===== config.mk =====
export PLATFORM = sky130hd
export DESIGN_NAME = pipe_ctrl
export DESIGN_NICKNAME = d
export VERILOG_FILES = /design/src/rtl/pipe_ctrl.sv
export SDC_FILE = /design/constraint.sdc
export NUM_CORES = 1
export LEC_CHECK = 0
export BUFFER_PORTS_ARGS = -buffer_cell sky130_fd_sc_hd__buf_2
export CORE_MARGIN = 10
export CORE_UTILIZATION = 32
export CTS_CLUSTER_SIZE = 16
export DETAILED_ROUTE_END_ITERATION = 8
export GPL_TIMING_DRIVEN = 0
export PLACE_DENSITY = 0.95
export SYNTH_ARGS = -nofsm -noshare
export SYNTH_HDL_FRONTEND = slang
export SYNTH_SLANG_ARGS = --single-unit

===== constraint.sdc =====
create_clock -name clk -period 4.4 [get_ports clk]
set_clock_uncertainty 0.15 [all_clocks]
set_input_delay 0.66 -clock clk [delete_from_list [all_inputs] [get_ports clk]]
set_output_delay 0.66 -clock clk [all_outputs]
set_load 0.005 [all_outputs]

===== src/rtl/pipe_ctrl.sv =====
// pipe_ctrl: hazard and redirect sequencer for the pc -> if_id -> id_ex -> ex pipeline.
// It turns ex-stage jumps, load-use hazards, multi-cycle-unit busy and debug halt
// into a pc load, per-stage hold (stall) and bubble-insert (flush) controls.
//
//  state | meaning
//  ------+-----------------------------------------------------------------
//  RUN   | normal flow; events are sampled by priority jump > busy > lu > halt
//  FLUSH | bubbles still draining after a redirect; cnt counts down to RUN
//  LU    | extra load-use stall cycles; cnt counts down to RUN
//  HALT  | debug halt: front end held, ex fed bubbles, halted_o high
module pipe_ctrl #(
    parameter int ADDR_W    = 32,
    parameter int FLUSH_CYC = 2,
    parameter int LU_STALL  = 1
) (
    input  logic              clk,
    input  logic              rst,
    input  logic              jump_en_i,
    input  logic [ADDR_W-1:0] jump_addr_i,
    input  logic              load_use_i,
    input  logic              mdu_busy_i,
    input  logic              halt_req_i,
    output logic              pc_load_o,
    output logic [ADDR_W-1:0] pc_load_addr_o,
    output logic              stall_pc_o,
    output logic              stall_if_id_o,
    output logic              stall_id_ex_o,
    output logic              flush_if_id_o,
    output logic              flush_id_ex_o,
    output logic              halted_o,
    output logic [1:0]        state_o
);

    localparam int MAX_CYC = (FLUSH_CYC > LU_STALL) ? FLUSH_CYC : LU_STALL;
    localparam int CW      = (MAX_CYC < 1) ? 1 : $clog2(MAX_CYC + 1);

    // Preload values for the down-counter; the current cycle is already one of the
    // counted cycles, and the terminal cycle is the one where cnt reads zero.
    localparam logic [CW-1:0] FLUSH_INIT = CW'((FLUSH_CYC >= 2) ? FLUSH_CYC - 2 : 0);
    localparam logic [CW-1:0] LU_INIT    = CW'((LU_STALL  >= 2) ? LU_STALL  - 2 : 0);

    typedef enum logic [1:0] {
        RUN   = 2'd0,
        FLUSH = 2'd1,
        LU    = 2'd2,
        HALT  = 2'd3
    } state_t;

    state_t        state, nxt_state;
    logic [CW-1:0] cnt, nxt_cnt;

    // Output decode and next-state selection; reset overrides everything.
    always_comb begin
        pc_load_o      = 1'b0;
        pc_load_addr_o = jump_addr_i;
        stall_pc_o     = 1'b0;
        stall_if_id_o  = 1'b0;
        stall_id_ex_o  = 1'b0;
        flush_if_id_o  = 1'b0;
        flush_id_ex_o  = 1'b0;
        halted_o       = 1'b0;
        nxt_state      = state;
        nxt_cnt        = cnt;

        if (rst) begin
            flush_if_id_o  = 1'b1;
            flush_id_ex_o  = 1'b1;
            pc_load_addr_o = '0;
            nxt_state      = RUN;
            nxt_cnt        = '0;
        end else if (state != HALT && jump_en_i) begin
            // A redirect wins everywhere outside HALT and restarts any sequence.
            pc_load_o     = 1'b1;
            flush_if_id_o = 1'b1;
            flush_id_ex_o = 1'b1;
            if (FLUSH_CYC <= 1) begin
                nxt_state = RUN;
                nxt_cnt   = '0;
            end else begin
                nxt_state = FLUSH;
                nxt_cnt   = FLUSH_INIT;
            end
        end else begin
            case (state)
                RUN: begin
                    if (mdu_busy_i) begin
                        stall_pc_o    = 1'b1;
                        stall_if_id_o = 1'b1;
                        stall_id_ex_o = 1'b1;
                    end else if (load_use_i) begin
                        stall_pc_o    = 1'b1;
                        stall_if_id_o = 1'b1;
                        flush_id_ex_o = 1'b1;
                        if (LU_STALL > 1) begin
                            nxt_state = LU;
                            nxt_cnt   = LU_INIT;
                        end
                    end else if (halt_req_i) begin
                        nxt_state = HALT;
                    end
                end
                FLUSH: begin
                    flush_if_id_o = 1'b1;
                    flush_id_ex_o = 1'b1;
                    if (cnt == '0) nxt_state = RUN;
                    else           nxt_cnt   = cnt - 1'b1;
                end
                LU: begin
                    stall_pc_o    = 1'b1;
                    stall_if_id_o = 1'b1;
                    flush_id_ex_o = 1'b1;
                    if (cnt == '0) nxt_state = RUN;
                    else           nxt_cnt   = cnt - 1'b1;
                end
                HALT: begin
                    stall_pc_o    = 1'b1;
                    stall_if_id_o = 1'b1;
                    flush_id_ex_o = 1'b1;
                    halted_o      = 1'b1;
                    if (!halt_req_i) nxt_state = RUN;
                end
                default: begin
                    nxt_state = RUN;
                    nxt_cnt   = '0;
                end
            endcase
        end
    end

    // State and down-counter registers with synchronous reset.
    always_ff @(posedge clk) begin
        if (rst) begin
            state <= RUN;
            cnt   <= '0;
        end else begin
            state <= nxt_state;
            cnt   <= nxt_cnt;
        end
    end

    assign state_o = state;

endmodule

# Word level (Yosys, flattened, before mapping)
# Cells that the tools add are included.
[op_classes]
n_addsub = 1
muxes = 29
bitwise = 1
eq_ne = 14
reduce_logical = 10
[ops]
columns = ["op", "n"]
rows = [
  ["$mux 32", 1],
  ["$mux 1", 20],
  ["$ne 3x3->1 const B", 4],
  ["$mux 2", 5],
  ["$ne 2x2->1 const B", 5],
  ["$reduce_and 5->1", 2],
  ["$pmux 2 s3", 1],
  ["$reduce_or 2->1", 3],
  ["$eq 2x2->1 const B", 2],
  ["$logic_not 2->1", 2],
  ["$pmux 1 s2", 2],
  ["$ne 3x1->1 const B", 1],
  ["$reduce_or 3->1", 1],
  ["$eq 2x1->1 const B", 1],
  ["$ne 2x1->1 const B", 1],
  ["$reduce_and 2->1", 1],
  ["$sub 2x1->2 const B", 1],
  ["$logic_and 1x1->1", 1],
  ["$not 1->1", 1],
]
[word_totals]
regBits = 4
elab_cells = 58
in_bits = 38
out_inout_bits = 41

# Longest topological paths before layout
[depth]
ltp_word = 5
mapped_depth = 6

# Worst setup path before layout
# Ideal clock, no wire load.
[synth_path]
path_type = "input to output"
from = "input port rst"
to = "output port stall_pc_o"
t_arrival_ns = 1.468
setup_slack_ns = 2.122
n_path_buf = 2
stages = 4
path_cell_list = "clkbuf_1 > nand2b_1 > a211oi_1 > buf_4"
[synth_between]
elab_chain_len = 1
[synth_rtl]
columns = ["item", "line", "rtl"]
rows = [
  ["start: declaration", "17", "input logic rst,"],
  ["$mux 1", "-", ""],
  ["end: declaration", "25", "output logic stall_pc_o,"],
]
# No other way between the ends.

# Worst setup path in the final report
[layout_path]
from = "input port rst"
to = "output port stall_pc_o"
[layout_between]
elab_chain_len = 1
[layout_rtl]
columns = ["item", "line", "rtl"]
rows = [
  ["$mux 1", "65", "if (rst) begin"],
]
# No other way between the ends.

==> summary.txt <==
Clock tree
  – Clock slew at reported path FFs: 0.03 ns
  – Sink Count: 4
  – CTS H-Tree Depth: 1
  – CTS Root Cell: clkbuf_4
  – TritonCTS clock tree: yes
  – Hold_buf cts: 0
  – Worst skew pair latency: 0.23 ns
  – Worst-case clock buffer depth: 2
  – Post-CTS Setup Bufs: 0
  – CTS buffer count: 3
  – Post-CTS Resized: 0

Power
  – Pwr dens: 163.5 mW/mm^2
  – Lkg Pwr: 0.5669 nW
  – PnR Total Power: 0.1604 mW
  – VDD IR max: 0.0001521 V

Yosys
  – Synth Register Bits: 4
  – Post-Syn Area per Cell: 7.026 sq um
  – Area leader, netlist: nor2b_1
  – XOR/XNOR share of the synthesized area: 0.01598
  – Post-Synth Adder-Cell Area: 0.1370
  – Syn_nets: 122
  – Mux contribution to synthesized area: 0
  – Synth Area in Compound Gates: 0.08447
  – Distinct cells, synth: 19
  – Post-Syn Area: 548.0 sq um
  – Largest family of logic cells by synthesized area: simple AND/OR/NAND/NOR gates
  – Synth Area in Simple Gates: 0.5411
  – Yosys Warn Count: 0
  – Sequential area share after synthesis: 0.1461
  – Post-synth top area share: 0.3995
  – Largest cells by area after synthesis: nor2b_1, dfxtp_1, ha_1
  – Cells after synthesis: 78

Timing
  – Worst slew pin tran: 0.3845 ns
  – RSZ-0062 raised after global routing: false
  – Final period util: 0.5850
  – Setup TNS: 0 ns
  – Final setup violation count: 0
  – Fin. max-slew vios: 0
  – Final min period: 2.574 ns
  – Worst slew margin: 0.7437
  – Fin. Hold Viols: 0
  – Max Fclk: 388.5 MHz

Global route
  – Overflow after GRT: 0
  – Largest net degree at the start of global routing: 11
  – First-pass GRT wire length: 3657 um
  – Total GRT Usage: 0.1249
  – Initial antenna violation count: 0
  – Vias in the first global route: 760

Setup path
  – Reg-to-reg endpoint: state_o[0]$_SDFFE_PP0P_
  – Arrival @ worst endpoint: 1.76 ns
  – Reg-to-Reg Start: state_o[0]$_SDFFE_PP0P_
  – CP Launch Type: primary input
  – CP max FO: 10
  – Reg2Reg Depth: 6
  – Flop2flop setup slack: 2.43 ns
  – Crit end category: output pin
  – WS Path Type: primary input to output pin
  – Worst EP required: 3.59 ns

Die
  – Die Ht: 61.39 um
  – Core area: 0.001559 sq mm
  – I/O pin cnt: 79
  – Initial Util: 0.3515
  – Row cnt: 14
  – Die W: 61.39 um
  – Die Area: 0.003768 sq mm

Place
  – DP HPWL: 2485 um
  – IO Port Bufs: 78
  – Final GP Congestion: 0.7187
  – # placed instances: 172

Detailed routing
  – Iteration-0 DRC Markers: 12
  – Final WL: 2705 um
  – Vias per cell: 4.497
  – TritonRoute pass-1 iters: 4
  – Via count: 787
  – WL/cell: 15.46 um
  – Met2 WL post-DR: 1688 um
  – # DRC: 0
  – WL met1: 813 um
  – Met3 wire length: 203 um
  – Highest routed layer: met3
  – Antenna-violating nets left: 0

Cells and area
  – NumNets Final: 205
  – # diodes: 0
  – Share of layout cells above drive strength 1: 0.5157
  – Most common cell after layout, fill and taps aside: buf_2
  – Core Util, Final: 0.6292
  – Fill cells: 147
  – P&R area growth vs syn: 79.00%
  – Highest-count cells in the layout ignoring fill and taps: buf_2, nor2b_1, ha_1, inv_1
  – Non-filler cells, final: 175

Run status
  – Status: completed

Run
  – MaxCap Viol Count: 0

Hold path
  – WHS Path Cells: 2
  – Worst hold path class: flop to flop
  – Min-Delay Startpoint: cnt[1]$_SDFFE_PP0P_
  – Worst Hold Endpoint: cnt[1]$_SDFFE_PP0P_
-- registers in the layout, indices dropped and copies added (netlist names) --
register and count:
state_o 2, cnt 2
-- critical path, cell delays in order --
cell and delay [ns]:
buf_2 0.10, clkbuf_1 0.20, nand2b_1 0.28, a211oi_1 0.26, buf_4 0.15, buf_2 0.10
-- final cells by class --
cell class,instances,area [sq um],share of cell area
Multi-Input combinational cell,64,426.7,0.4349
Tap cell,16,20.02,0.02041
Timing Repair Buffer,78,390.4,0.3980
Inverter,5,18.77,0.01913
Sequential cell,4,80.08,0.08163
Clock buffer,3,22.52,0.02296
Buffer,5,22.52,0.02296
-- per-layer routing --
metal / track usage / vias up
met5: 0 / -
met4: 0.01274 / 0
met3: 0.05556 / 0
met2: 0.2633 / 21
met1: 0.1065 / 359
li1: - / 407
-- cells by family (layout without fill, tap and decap cells) --
kind of cell | Yosys count | after routing
AO/OA/AOI/OAI | 7 | 7
XOR/XNOR | 1 | 1
adder cells (fa/ha/maj) | 6 | 6
buffers and inverters | 10 | 91
flip-flops | 4 | 4
AND/OR/NAND/NOR | 50 | 50
-- power breakdown --
group / internal (mW) / total (mW) / switching, mW
combinational: 0.0418 / 0.0760 / 0.0343
clock: 0.0304 / 0.0433 / 0.0130
sequential: 0.0382 / 0.0411 / 0.00287
total: 0.110 / 0.160 / 0.0501
-- stage by stage --
step	setup slack [ns]	hold slack, ns	cell area (sq um)
after floorplan	2.122	0.3281	548.0
after global placement	1.867	0.3364	958.4
after detailed placement	1.865	0.3584	958.4
after CTS	1.843	0.3635	980.9
after global routing	1.698	0.4216	980.9
final	1.826	0.3588	980.9
-- how the worst max path moves through the flow --
| stage | slack [ns] | end | depth (start not counted) | startpoint |
|---|---|---|---|---|
| after global placement | 1.87 | stall_pc_o | 6 | rst |
| after CTS | 1.84 | stall_pc_o | 6 | state_o[0]$_SDFFE_PP0P_ |
| final | 1.83 | stall_pc_o | 6 | rst |
| after global routing | 1.70 | stall_pc_o | 6 | state_o[0]$_SDFFE_PP0P_ |
| after floorplan | 2.12 | stall_pc_o | 4 | rst |
| after detailed placement | 1.86 | stall_pc_o | 6 | rst |
-- synth_stat cells --
| library cell | count |
|---|---|
| inv_1 | 5 |
| nand2b_1 | 4 |
| ha_1 | 6 |
| a221o_1 | 1 |
| clkbuf_1 | 4 |
| xnor2_1 | 1 |
| nor2b_1 | 35 |
| a211oi_1 | 2 |
| buf_4 | 1 |
| o21ai_0 | 2 |
| and3_1 | 1 |
| nand2_1 | 3 |
| dfxtp_1 | 4 |
| nand3_1 | 1 |
| or2_1 | 1 |
| or3b_1 | 1 |
| a31oi_1 | 1 |
| nor2_1 | 4 |
| a21oi_1 | 1 |
Note: power is estimated with default switching activity, not from simulation.
